`src/rtl/vx_writeback_arbiter_if.sv`:
```
// rtl/vx_writeback_arbiter_if.sv - Bundle of unit-side commit handshake and writeback-side beat signals
//
// Purpose: carries the per-unit commit handshake (in_valid/in_ready/in_data) and the
// registered writeback beat plus retire counter between the arbiter and its neighbours.
// Optional macro WB_ARB_PERF_EN adds perf_stalls.
//
// Port summary (signals of the bundle):
//   in_valid  [NUM_INPUTS]      unit i presents a beat
//   in_ready  [NUM_INPUTS]      beat of unit i accepted this cycle
//   in_data   [NUM_INPUTS*DW]   {uuid,wid,PC,tmask,rd,wb,data,sop,eop} per unit, unit 0 in LSBs
//   wb_*                        registered writeback beat
//   retire_cnt[CNT_W]           instructions retired since reset
//   perf_stalls[CNT_W]          (WB_ARB_PERF_EN only) stalled-valid cycles
// Modports: master = arbiter side, slave = execute units / issue stage side.

interface vx_writeback_arbiter_if #(
    parameter int NUM_INPUTS  = 4,
    parameter int NUM_THREADS = 4,
    parameter int XLEN        = 32,
    parameter int NW_BITS     = 2,
    parameter int NR_BITS     = 6,
    parameter int UUID_W      = 44,
    parameter int PC_W        = 32,
    parameter int CNT_W       = 32
);
    localparam int DW = UUID_W + NW_BITS + PC_W + NUM_THREADS + NR_BITS + 1
                      + NUM_THREADS * XLEN + 2;

    logic [NUM_INPUTS-1:0]         in_valid;
    logic [NUM_INPUTS-1:0]         in_ready;
    logic [NUM_INPUTS*DW-1:0]      in_data;

    logic                          wb_valid;
    logic [UUID_W-1:0]             wb_uuid;
    logic [NW_BITS-1:0]            wb_wid;
    logic [PC_W-1:0]               wb_PC;
    logic [NUM_THREADS-1:0]        wb_tmask;
    logic [NR_BITS-1:0]            wb_rd;
    logic [NUM_THREADS*XLEN-1:0]   wb_data;
    logic                          wb_sop;
    logic                          wb_eop;
    logic [CNT_W-1:0]              retire_cnt;
`ifdef WB_ARB_PERF_EN
    logic [CNT_W-1:0]              perf_stalls;

    modport master (
        input  in_valid, in_data,
        output in_ready,
        output wb_valid, wb_uuid, wb_wid, wb_PC, wb_tmask, wb_rd, wb_data, wb_sop, wb_eop,
        output retire_cnt, perf_stalls
    );

    modport slave (
        output in_valid, in_data,
        input  in_ready,
        input  wb_valid, wb_uuid, wb_wid, wb_PC, wb_tmask, wb_rd, wb_data, wb_sop, wb_eop,
        input  retire_cnt, perf_stalls
    );
`else
    modport master (
        input  in_valid, in_data,
        output in_ready,
        output wb_valid, wb_uuid, wb_wid, wb_PC, wb_tmask, wb_rd, wb_data, wb_sop, wb_eop,
        output retire_cnt
    );

    modport slave (
        output in_valid, in_data,
        input  in_ready,
        input  wb_valid, wb_uuid, wb_wid, wb_PC, wb_tmask, wb_rd, wb_data, wb_sop, wb_eop,
        input  retire_cnt
    );
`endif

endinterface

```
`src/rtl/vx_writeback_arbiter.sv`:
```
// rtl/vx_writeback_arbiter.sv - Round-robin writeback arbiter for one issue slot
//
// Purpose: collects commit beats from NUM_INPUTS execute units, grants one per cycle
// round-robin (locking on multi-beat packets until eop), registers the granted beat onto
// the writeback outputs one cycle later and counts retired instructions.
// Optional macro WB_ARB_PERF_EN adds the perf_stalls counter.
//
// Ports:
//   clk     in  clock
//   reset   in  synchronous, active-high
//   wb_if   vx_writeback_arbiter_if.master: in_valid/in_ready/in_data from the units,
//           wb_* registered beat, retire_cnt (and perf_stalls when enabled)

module vx_writeback_arbiter #(
    parameter int NUM_INPUTS  = 4,
    parameter int NUM_THREADS = 4,
    parameter int XLEN        = 32,
    parameter int NW_BITS     = 2,
    parameter int NR_BITS     = 6,
    parameter int UUID_W      = 44,
    parameter int PC_W        = 32,
    parameter int CNT_W       = 32
) (
    input  logic                    clk,
    input  logic                    reset,
    vx_writeback_arbiter_if.master  wb_if
);
    localparam int DW = UUID_W + NW_BITS + PC_W + NUM_THREADS + NR_BITS + 1
                      + NUM_THREADS * XLEN + 2;
    localparam int PTR_W = (NUM_INPUTS > 1) ? $clog2(NUM_INPUTS) : 1;

    // Field offsets inside one unit's packed beat (eop in bit 0).
    localparam int OFF_EOP   = 0;
    localparam int OFF_SOP   = 1;
    localparam int OFF_DATA  = 2;
    localparam int OFF_WB    = OFF_DATA + NUM_THREADS * XLEN;
    localparam int OFF_RD    = OFF_WB + 1;
    localparam int OFF_TMASK = OFF_RD + NR_BITS;
    localparam int OFF_PC    = OFF_TMASK + NUM_THREADS;
    localparam int OFF_WID   = OFF_PC + PC_W;
    localparam int OFF_UUID  = OFF_WID + NW_BITS;

    logic [PTR_W-1:0]              r_ptr;
    logic                          r_locked;
    logic [PTR_W-1:0]              r_lock_id;

    logic                          r_wb_valid;
    logic [UUID_W-1:0]             r_wb_uuid;
    logic [NW_BITS-1:0]            r_wb_wid;
    logic [PC_W-1:0]               r_wb_pc;
    logic [NUM_THREADS-1:0]        r_wb_tmask;
    logic [NR_BITS-1:0]            r_wb_rd;
    logic [NUM_THREADS*XLEN-1:0]   r_wb_data;
    logic                          r_wb_sop;
    logic                          r_wb_eop;
    logic [CNT_W-1:0]              r_retire;

    logic [NUM_INPUTS-1:0]         w_grant;
    logic [PTR_W-1:0]              w_sel;
    logic [PTR_W-1:0]              w_ptr_next;
    logic                          w_xfer;
    logic [DW-1:0]                 w_beat;

    // Grant logic. Reset forces all grants low so units see no acceptance while
    // the slot is being reset. A locked unit that drops valid gets no grant and
    // nobody else is served in its place.
    always_comb begin
        int idx;
        w_grant = '0;
        w_sel   = '0;
        idx     = 0;
        if (!reset) begin
            if (r_locked) begin
                w_grant[r_lock_id] = wb_if.in_valid[r_lock_id];
                w_sel              = r_lock_id;
            end else begin
                // Scan from the farthest candidate down so the last hit is the
                // first valid unit at or after the pointer.
                for (int k = NUM_INPUTS - 1; k >= 0; k--) begin
                    idx = int'(r_ptr) + k;
                    if (idx >= NUM_INPUTS) begin
                        idx = idx - NUM_INPUTS;
                    end
                    if (wb_if.in_valid[idx]) begin
                        w_grant      = '0;
                        w_grant[idx] = 1'b1;
                        w_sel        = PTR_W'(idx);
                    end
                end
            end
        end
    end

    assign w_xfer     = |w_grant;
    assign w_beat     = wb_if.in_data[int'(w_sel) * DW +: DW];
    assign w_ptr_next = (int'(w_sel) == NUM_INPUTS - 1) ? '0 : w_sel + 1'b1;

    always_ff @(posedge clk) begin
        if (reset) begin
            r_ptr      <= '0;
            r_locked   <= 1'b0;
            r_lock_id  <= '0;
            r_wb_valid <= 1'b0;
            r_wb_uuid  <= '0;
            r_wb_wid   <= '0;
            r_wb_pc    <= '0;
            r_wb_tmask <= '0;
            r_wb_rd    <= '0;
            r_wb_data  <= '0;
            r_wb_sop   <= 1'b0;
            r_wb_eop   <= 1'b0;
            r_retire   <= '0;
        end else begin
            r_wb_valid <= w_xfer & w_beat[OFF_WB];
            // Data fields only move when a real writeback is issued.
            if (w_xfer && w_beat[OFF_WB]) begin
                r_wb_uuid  <= w_beat[OFF_UUID +: UUID_W];
                r_wb_wid   <= w_beat[OFF_WID +: NW_BITS];
                r_wb_pc    <= w_beat[OFF_PC +: PC_W];
                r_wb_tmask <= w_beat[OFF_TMASK +: NUM_THREADS];
                r_wb_rd    <= w_beat[OFF_RD +: NR_BITS];
                r_wb_data  <= w_beat[OFF_DATA +: NUM_THREADS * XLEN];
                r_wb_sop   <= w_beat[OFF_SOP];
                r_wb_eop   <= w_beat[OFF_EOP];
            end
            if (w_xfer) begin
                if (w_beat[OFF_EOP]) begin
                    r_locked <= 1'b0;
                    r_ptr    <= w_ptr_next;
                    r_retire <= r_retire + CNT_W'(1);
                end else begin
                    r_locked  <= 1'b1;
                    r_lock_id <= w_sel;
                end
            end
        end
    end

    assign wb_if.in_ready   = w_grant;
    assign wb_if.wb_valid   = r_wb_valid;
    assign wb_if.wb_uuid    = r_wb_uuid;
    assign wb_if.wb_wid     = r_wb_wid;
    assign wb_if.wb_PC      = r_wb_pc;
    assign wb_if.wb_tmask   = r_wb_tmask;
    assign wb_if.wb_rd      = r_wb_rd;
    assign wb_if.wb_data    = r_wb_data;
    assign wb_if.wb_sop     = r_wb_sop;
    assign wb_if.wb_eop     = r_wb_eop;
    assign wb_if.retire_cnt = r_retire;

`ifdef WB_ARB_PERF_EN
    logic [CNT_W-1:0] r_perf_stalls;

    always_ff @(posedge clk) begin
        if (reset) begin
            r_perf_stalls <= '0;
        end else begin
            r_perf_stalls <= r_perf_stalls
                           + CNT_W'($countones(wb_if.in_valid & ~w_grant));
        end
    end

    assign wb_if.perf_stalls = r_perf_stalls;
`endif

`ifndef SYNTHESIS
    a_ready_onehot0: assert property (@(posedge clk) $onehot0(w_grant));
    a_no_sop_while_locked: assert property (@(posedge clk) disable iff (reset)
        !(r_locked && w_xfer && w_beat[OFF_SOP]));
`endif

endmodule

```
`src/flat_wrapper.sv`:
```
// flat-port wrapper written by rule: the top's interface ports become plain ports
module vx_writeback_arbiter_flat 
#(
    parameter int NUM_INPUTS  = 4,
    parameter int NUM_THREADS = 4,
    parameter int XLEN        = 32,
    parameter int NW_BITS     = 2,
    parameter int NR_BITS     = 6,
    parameter int UUID_W      = 44,
    parameter int PC_W        = 32,
    parameter int CNT_W       = 32
)
  (clk, reset, wb_if_in_valid, wb_if_in_data, wb_if_in_ready, wb_if_wb_valid, wb_if_wb_uuid, wb_if_wb_wid, wb_if_wb_PC, wb_if_wb_tmask, wb_if_wb_rd, wb_if_wb_data, wb_if_wb_sop, wb_if_wb_eop, wb_if_retire_cnt);
  vx_writeback_arbiter_if #(.NUM_INPUTS(NUM_INPUTS), .NUM_THREADS(NUM_THREADS), .XLEN(XLEN), .NW_BITS(NW_BITS), .NR_BITS(NR_BITS), .UUID_W(UUID_W), .PC_W(PC_W), .CNT_W(CNT_W)) wb_if_i ();
  input  logic clk;
  input  logic reset;
  input wire logic [$bits(wb_if_i.in_valid)-1:0] wb_if_in_valid;
  input wire logic [$bits(wb_if_i.in_data)-1:0] wb_if_in_data;
  output wire logic [$bits(wb_if_i.in_ready)-1:0] wb_if_in_ready;
  output wire logic [$bits(wb_if_i.wb_valid)-1:0] wb_if_wb_valid;
  output wire logic [$bits(wb_if_i.wb_uuid)-1:0] wb_if_wb_uuid;
  output wire logic [$bits(wb_if_i.wb_wid)-1:0] wb_if_wb_wid;
  output wire logic [$bits(wb_if_i.wb_PC)-1:0] wb_if_wb_PC;
  output wire logic [$bits(wb_if_i.wb_tmask)-1:0] wb_if_wb_tmask;
  output wire logic [$bits(wb_if_i.wb_rd)-1:0] wb_if_wb_rd;
  output wire logic [$bits(wb_if_i.wb_data)-1:0] wb_if_wb_data;
  output wire logic [$bits(wb_if_i.wb_sop)-1:0] wb_if_wb_sop;
  output wire logic [$bits(wb_if_i.wb_eop)-1:0] wb_if_wb_eop;
  output wire logic [$bits(wb_if_i.retire_cnt)-1:0] wb_if_retire_cnt;
  assign wb_if_i.in_valid = wb_if_in_valid;
  assign wb_if_i.in_data = wb_if_in_data;
  assign wb_if_in_ready = wb_if_i.in_ready;
  assign wb_if_wb_valid = wb_if_i.wb_valid;
  assign wb_if_wb_uuid = wb_if_i.wb_uuid;
  assign wb_if_wb_wid = wb_if_i.wb_wid;
  assign wb_if_wb_PC = wb_if_i.wb_PC;
  assign wb_if_wb_tmask = wb_if_i.wb_tmask;
  assign wb_if_wb_rd = wb_if_i.wb_rd;
  assign wb_if_wb_data = wb_if_i.wb_data;
  assign wb_if_wb_sop = wb_if_i.wb_sop;
  assign wb_if_wb_eop = wb_if_i.wb_eop;
  assign wb_if_retire_cnt = wb_if_i.retire_cnt;
  vx_writeback_arbiter #(.NUM_INPUTS(NUM_INPUTS), .NUM_THREADS(NUM_THREADS), .XLEN(XLEN), .NW_BITS(NW_BITS), .NR_BITS(NR_BITS), .UUID_W(UUID_W), .PC_W(PC_W), .CNT_W(CNT_W)) u_core (.clk(clk), .reset(reset), .wb_if(wb_if_i));
endmodule
```
`config.mk`:
```
export PLATFORM = sky130hd
export DESIGN_NAME = vx_writeback_arbiter_flat
export DESIGN_NICKNAME = d
export VERILOG_FILES = /design/src/rtl/vx_writeback_arbiter_if.sv /design/src/rtl/vx_writeback_arbiter.sv /design/src/flat_wrapper.sv
export SDC_FILE = /design/constraint.sdc
export NUM_CORES = 1
export LEC_CHECK = 0
export BUFFER_PORTS_ARGS = -buffer_cell sky130_fd_sc_hd__buf_4
export CAP_MARGIN = 20
export CORE_AREA = 2 2 445 447
export CTS_CLUSTER_SIZE = 24
export DETAILED_ROUTE_END_ITERATION = 16
export DIE_AREA = 0 0 447 449
export GPL_TIMING_DRIVEN = 0
export PLACE_DENSITY_LB_ADDON = 0.1
export SETUP_SLACK_MARGIN = 0.15
export SYNTH_ARGS = -nofsm -noshare
export SYNTH_HDL_FRONTEND = slang
export SYNTH_SLANG_ARGS = --single-unit
export TNS_END_PERCENT = 5
```
`constraint.sdc`:
```
create_clock -name clk -period 12.4 [get_ports clk]
set_input_delay 1.86 -clock clk [delete_from_list [all_inputs] [get_ports clk]]
set_output_delay 1.86 -clock clk [all_outputs]
set_load 0.02 [all_outputs]
```
After elaboration in Yosys (flattened, before gate mapping)

Cells that the tools add are included.

Bits in registers: 256
Word-level logic and storage cells: 101

$add $sub $neg: 9
Multiply operators: 1
$lt $le $gt $ge: 14
Eq/ne operators: 1
Shift-type cells: 1
Multiplexer cells: 50
Bitwise operators: 3
Reductions and logical operators: 9

Operators by type and width:

| cell                                                        | number |
|---|---|
| indexed part select 876 x 32 -> 219 bit                     | 1 |
| two-way mux 32 bit                                          | 12 |
| >= comparator 32 x 1 -> 1 bit, second input constant        | 4 |
| less-than comparator 32 x 4 -> 1 bit, second input constant | 4 |
| >= comparator 32 x 4 -> 1 bit, second input constant        | 3 |
| subtractor 32 x 4 -> 32 bit, second input constant          | 3 |
| adder 32 x 1 -> 32 bit, second input constant               | 1 |
| two-way mux 4 bit                                           | 6 |
| two-way mux 1 bit                                           | 15 |
| two-way mux 2 bit                                           | 7 |
| binary-select mux 1 bit (select 2 bit)                      | 5 |
| demux 1 bit (select 2 bit)                                  | 5 |
| multiplier 2 x 8 -> 10 bit, second input constant           | 1 |
| adder 2 x 2 -> 3 bit, second input constant                 | 2 |
| logical AND 1 bit                                           | 6 |
| bitwise AND 4 bit                                           | 1 |
| AND reduction 2 bit                                         | 2 |
| OR reduction 4 bit                                          | 1 |
| subtractor 2 x 3 -> 4 bit, second input constant            | 1 |
| adder 2 x 1 -> 3 bit, second input constant                 | 1 |
| >= comparator 2 x 3 -> 1 bit, second input constant         | 1 |
| less-than comparator 2 x 3 -> 1 bit, second input constant  | 1 |
| adder 2 x 1 -> 2 bit, second input constant                 | 1 |
| equality test 2 x 1 -> 1 bit, second input constant         | 1 |
| other kinds (3)                                             | 3 |

Logic depth before layout (Yosys ltp)

Depth after elaboration: 18
Mapped depth: 16
Mapped depth without buffers: 11

Worst setup path before layout

No wires, ideal clock.

Path kind: in2out
Start: in wb_if_in_valid[2]
End: out wb_if_in_ready[3]
Arrival time: 3.431 ns
Data required time: 10.540 ns
Slack: 7.109 ns
Cell stages on the path: 6
Buffers on the path: 2
Cell sequence: buf_4 -> mux4_2 -> buf_2 -> a211oi_1 -> o21ai_0 -> o21ai_0

Cells in the longest elaborated chain, start to end: 9

Ends and longest elaborated chain:

| item                                                  | line                       | RTL |
|---|---|---|
| from (decl)                                           | flat_wrapper.sv:17         | `input wire logic [$bits(wb_if_i.in_valid)-1:0] wb_if_in_valid;` |
| binary-select mux 1 bit (select 2 bit)                | vx_writeback_arbiter.sv:84 | `if (wb_if.in_valid[idx]) begin` |
| two-way mux 1 bit (not written as such) (2 in series) | vx_writeback_arbiter.sv:84 |  |
| two-way mux 4 bit (4 in series)                       | vx_writeback_arbiter.sv:84 |  |
| two-way mux 4 bit (*)                                 | vx_writeback_arbiter.sv:73 | `if (r_locked) begin` |
| two-way mux 4 bit (*)                                 | vx_writeback_arbiter.sv:72 | `if (!reset) begin` |
| to (decl)                                             | flat_wrapper.sv:19         | `output wire logic [$bits(wb_if_i.in_ready)-1:0] wb_if_in_ready;` |

Every way passes the cells marked *; elsewhere a longest branch is shown, timed or not. The select of a mux whose other input is x is not followed.

Worst setup path in the final report

Start: reg u_core.r_ptr[0]
End: reg u_core.r_wb_data[120], in the netlist u_core.wb_if.wb_data[120]

Cells in the longest elaborated chain, start to end: 17

Ends and longest elaborated chain:

| item                                                                          | line                                                   | RTL |
|---|---|---|
| from (decl)                                                                   | vx_writeback_arbiter.sv:43                             | `logic [PTR_W-1:0] r_ptr;` |
| from (signal assigned)                                                        | vx_writeback_arbiter.sv:129                            | `r_ptr <= w_ptr_next;` |
| adder 2 x 2 -> 3 bit                                                          | vx_writeback_arbiter.sv:80                             | `idx = int'(r_ptr) + k;` |
| subtractor 32 x 4 -> 32 bit or >= comparator 32 x 4 -> 1 bit (tied branches)  | vx_writeback_arbiter.sv:82, vx_writeback_arbiter.sv:81 |  |
| two-way mux 32 bit                                                            | vx_writeback_arbiter.sv:81                             | `if (idx >= NUM_INPUTS) begin` |
| two-way mux 32 bit                                                            | vx_writeback_arbiter.sv:73                             |  |
| two-way mux 32 bit                                                            | vx_writeback_arbiter.sv:72                             |  |
| binary-select mux 1 bit (select 2 bit) (tied with other cells)                | vx_writeback_arbiter.sv:84                             |  |
| two-way mux 1 bit (not written as such) or logical AND 1 bit (tied branches)  | vx_writeback_arbiter.sv:84, vx_writeback_arbiter.sv:86 |  |
| two-way mux 1 bit (on tied branches)                                          | vx_writeback_arbiter.sv:84, vx_writeback_arbiter.sv:86 |  |
| two-way mux 2 bit or demux 1 bit (select 2 bit) (tied branches)               | --                                                     |  |
| two-way mux 2 bit or two-way mux 4 bit (tied branches) (3 in series)          | vx_writeback_arbiter.sv:84                             |  |
| two-way mux 2 bit or two-way mux 4 bit (tied branches)                        | vx_writeback_arbiter.sv:73, vx_writeback_arbiter.sv:84 |  |
| two-way mux 2 bit or two-way mux 4 bit (tied branches)                        | vx_writeback_arbiter.sv:72, vx_writeback_arbiter.sv:73 |  |
| multiplier 2 x 8 -> 10 bit or two-way mux 4 bit (tied branches)               | vx_writeback_arbiter.sv:95, vx_writeback_arbiter.sv:72 |  |
| indexed part select 876 x 32 -> 219 bit or OR reduction 4 bit (tied branches) | vx_writeback_arbiter.sv:95, vx_writeback_arbiter.sv:94 |  |
| logical AND 1 bit                                                             | vx_writeback_arbiter.sv:116                            | `if (w_xfer && w_beat[OFF_WB]) begin` |
| to (signal assigned)                                                          | vx_writeback_arbiter.sv:122                            | `r_wb_data <= w_beat[OFF_DATA +: NUM_THREADS * XLEN];` |
| to (decl)                                                                     | vx_writeback_arbiter.sv:53                             | `logic [NUM_THREADS*XLEN-1:0] r_wb_data;` |

Several ways; a longest one is shown, not always the timed one. The select of a mux whose other input is x is not followed.
A chain may end at the register's enable or synchronous reset.

==> summary.md <==
| Metric | Value |
|---|---|
| Pin slew with the least headroom to its limit | `about 1.1 ns` |
| Worst relative slew slack | `28.2%` |
| Full die area | `~200,000 µm²` |
| Hold WS | `around 0.45 ns` |
| Fmax | `156 MHz` |
| Width of the die | `447 µm` |
| Most frequent CP cell | `clkbuf_1` |
| CTS Buf Count | `44` |
| Placed inst area | `28,200 µm²` |
| First-pass GRT wire length | `237,000 µm` |
| Worst-path cell chain | `buf_4 > clkinv_1 > ha_1 > clkbuf_1 > mux4_2 > o21a_1 > a21oi_1 > a21o_1 > clkbuf_1 > clkbuf_1 > buf_8 > buf_1 > buf_8 > clkbuf_1 > nand2_1 > nand3_1 > nand3_1 > a21oi_1` |
| Top cells by count, synth | `nand2_1, nand3_1, dfxtp_1` |
| Family with the most delay on the worst path | `buffers and inverters` |
| Syn Nets | `3,587` |
| Largest net degree at the start of global routing | `13` |
| Drt drc | `0` |
| Crit Path Class | `reg2reg` |
| Status | `finished, final reports clean` |
| Starting DRT DRC Count | `approximately 1,500` |
| WP data arrival | `approximately 7 ns` |
| Vias in the first global route | `about 25,000` |
| Clk slew on worst S/H paths | `0.06 ns` |
| Post CTS Setup Buffer Count | `0` |
| Port Buffer Count | `1,134` |
| Async set-or-reset flop fraction in the synthesized netlist | `0%` |
| Synthesized area per cell | `around 6 µm²` |
| Top-area cell type share of the netlist area | `a little under a third` |
| Leading cell type by number of instances after synthesis | `nand2_1` |
| Clk sinks | `256` |
| Top cells by area, synth | `dfxtp_1, nand2_1, nand3_1` |
| WL/cell | `around 28 µm` |
| Leakage | `about 13 nW` |
| Startpoint types | `flip-flop` |
| Crit path buf inv count | `9` |
| Fin area | `29,700 µm²` |
| Antenna violations before repair | `28` |
| Max VDD drop | `0.0000916 V` |
| Clock Skew | `0.0354 ns` |
| Setup TNS | `0 ns` |
| Vias | `roughly 24,000` |
| P&R area growth vs syn | `83.5%` |
| Pwr/cell area | `approximately 260 nW/µm²` |
| Placer congestion estimate | `approximately 0.9` |
| Initial DRT Pass Iterations | `5` |
| Post_cts resized | `0` |
| Final number of setup-violating endpoints | `0` |
| Fin. Hold Viols | `0` |
| Min cycle time layout | `around 6.4 ns` |
| Max-Cap Viols | `0` |
| Register area share after synthesis | `31.7%` |
| Nets | `~4,800` |
| I/O pins | `between 1,000 and 1,500` |
| Cells after synthesis | `about 2,700` |
| Clock Path Buffers | `3` |
| Data required, critical path | `12.97 ns` |
| Share of cells above drive strength 1 | `about a third` |
| All-Layer GR Usage | `around 18%` |
| EDFF count, synth | `0` |
| CTS tree | `yes` |
| Clk_lat worst skew | `0.64 ns` |
| Core area | `196,000 µm²` |
| Placed cell count | `about 6,500` |
| Dpl hpwl | `between 150,000 and 200,000 µm` |
| Final Max Slew Viols | `0` |
| Die height | `around 450 µm` |
| Hold_buf cts | `0` |
| Yosys cell types | `52` |
| Hold/Removal Path Class | `reg2reg` |
| RSZ-0062 raised after global routing | `no` |
| Synth warnings | `0` |
| Period utilization | `around half` |
| CTS H-tree lvls | `2` |
| Total grt overflow | `0` |
| Crit. End Element | `flip-flop` |
| Flip-flop and latch count after synthesis | `between 200 and 300` |
| Routed Antenna Nets | `0` |
| Largest area contributor in the netlist | `dfxtp_1` |
| Synthesized area | `16,200 µm²` |
| Synth Flop Type | `dfxtp_1` |
| Initial core utilization | `8.24%` |
| Row count | `roughly 160` |
| CP max FO | `10` |
| Final Non-Filler Cells | `approximately 6,600` |
| Via/cell ratio | `3.65` |
| Final wirelength | `183,000 µm` |
| Largest stage delay, worst path | `about 0.80 ns` |
| Slowest stage cell, crit path | `clkbuf_1` |
| Clk Tree Root Cell | `clkbuf_16` |
-- layout by cell type, fill, tap and decap left out, drive strengths merged, types with 5 or more instances in the layout --
master | synthesis | final
a211o | 6 | 6
a211oi | 10 | 10
a21oi | 245 | 245
a221oi | 5 | 5
and3 | 6 | 6
buf | 59 | 1202
clkbuf | 180 | 244
clkinv | 1 | 8
dfxtp | 256 | 256
diode | 0 | 10
ha | 9 | 9
inv | 9 | 11
mux2i | 5 | 5
mux4 | 5 | 5
nand2 | 1112 | 1112
nand3 | 664 | 664
nand3b | 5 | 5
nand4 | 7 | 7
nor2 | 13 | 13
nor2b | 5 | 5
nor4 | 7 | 7
o21ai | 18 | 18
o31ai | 11 | 11
or3 | 6 | 6
or4 | 8 | 8
-- report_power, final --
part,internal [mW],total (mW),switching (mW),leakage [nW]
clock,0.782,1.31,0.527,0.720
combinational,1.43,5.09,3.65,10.1
sequential,1.16,1.41,0.246,2.09
total,3.38,7.80,4.43,12.9
-- per-layer routing --
layer | track usage [%] | share of wire [%] | up-vias
li1 | - | - | 11500
met1 | 19.9 | 39 | 11600
met2 | 32.9 | 53 | 753
met3 | 4.93 | 6.8 | 121
met4 | 2.64 | 1.2 | 20
met5 | 0 | 0.068 | -
-- sequential cells by signal, summed over array words and instances (netlist names) --
| signal | count |
|---|---|
| u_core.r_lock_id | 2 |
| u_core.r_locked | 1 |
| u_core.r_ptr | 2 |
| u_core.wb_if.retire_cnt | 32 |
| u_core.wb_if.wb_PC | 32 |
| u_core.wb_if.wb_data | 128 |
| u_core.wb_if.wb_eop | 1 |
| u_core.wb_if.wb_rd | 6 |
| u_core.wb_if.wb_sop | 1 |
| u_core.wb_if.wb_tmask | 4 |
| u_core.wb_if.wb_uuid | 44 |
| u_core.wb_if.wb_valid | 1 |
| u_core.wb_if.wb_wid | 2 |
-- worst register-to-register path: cells and delay by family, from the launching register on --
kind            cells  cell delay (ns)
mux                 1             0.65
simple gates        3             0.74
buf+inv             9             3.27
compound gates      4             0.83
fa+ha+maj           1             0.35
flops               1             0.50
-- area by class of cell --
class | instances | area (µm²)
clock inverter | 15 | 191
multi-input combinational | 2191 | 10000
tap | 2640 | 3300
inverter | 10 | 37.5
fill | 23100 | 167000
sequential | 256 | 5120
buffer | 239 | 963
clock buffer | 64 | 1290
antenna | 10 | 25.0
timing repair buffer | 1143 | 8670
-- worst paths after layout --
kind                                    startpoint                                     end  slack (ns)  cells past startpoint
min          u_core.wb_if.wb_uuid[19]$_SDFFE_PP0P_   u_core.wb_if.wb_uuid[19]$_SDFFE_PP0P_        0.45                      2
max                   u_core.r_ptr[0]$_SDFFE_PP0P_  u_core.wb_if.wb_data[120]$_SDFFE_PP0P_        5.98                     18
max reg2reg           u_core.r_ptr[0]$_SDFFE_PP0P_  u_core.wb_if.wb_data[120]$_SDFFE_PP0P_        5.98                     18
min reg2reg  u_core.wb_if.wb_uuid[19]$_SDFFE_PP0P_   u_core.wb_if.wb_uuid[19]$_SDFFE_PP0P_        0.45                      2
-- metrics by stage --
step | power (mW) | worst slack [ns] | utilization [%]
2_1_floorplan | 3.72 | 7.11 | -
3_3_place_gp | 6.74 | 4.15 | 14.3
3_5_place_dp | 6.75 | 5.05 | 14.3
4_1_cts | 8.13 | 5.48 | 15.1
5_1_grt | 8.43 | 5.25 | 15.1
6_report | 7.80 | 5.98 | 15.1
-- logic make-up (layout without fill, tap and decap cells) --
logic type,Yosys count,count (layout),synth area share [%]
AO/OA/AOI/OAI,314,314,10.7
multiplexers,13,13,1.22
adder cells (fa/ha/maj),9,9,0.697
flip-flops,256,256,31.7
AND/OR/NAND/NOR,1854,1854,49.4
buffers and inverters,249,1471,6.16
XOR/XNOR,1,1,0.0542
other,0,10,0
Power figures use the tool's default switching activity.
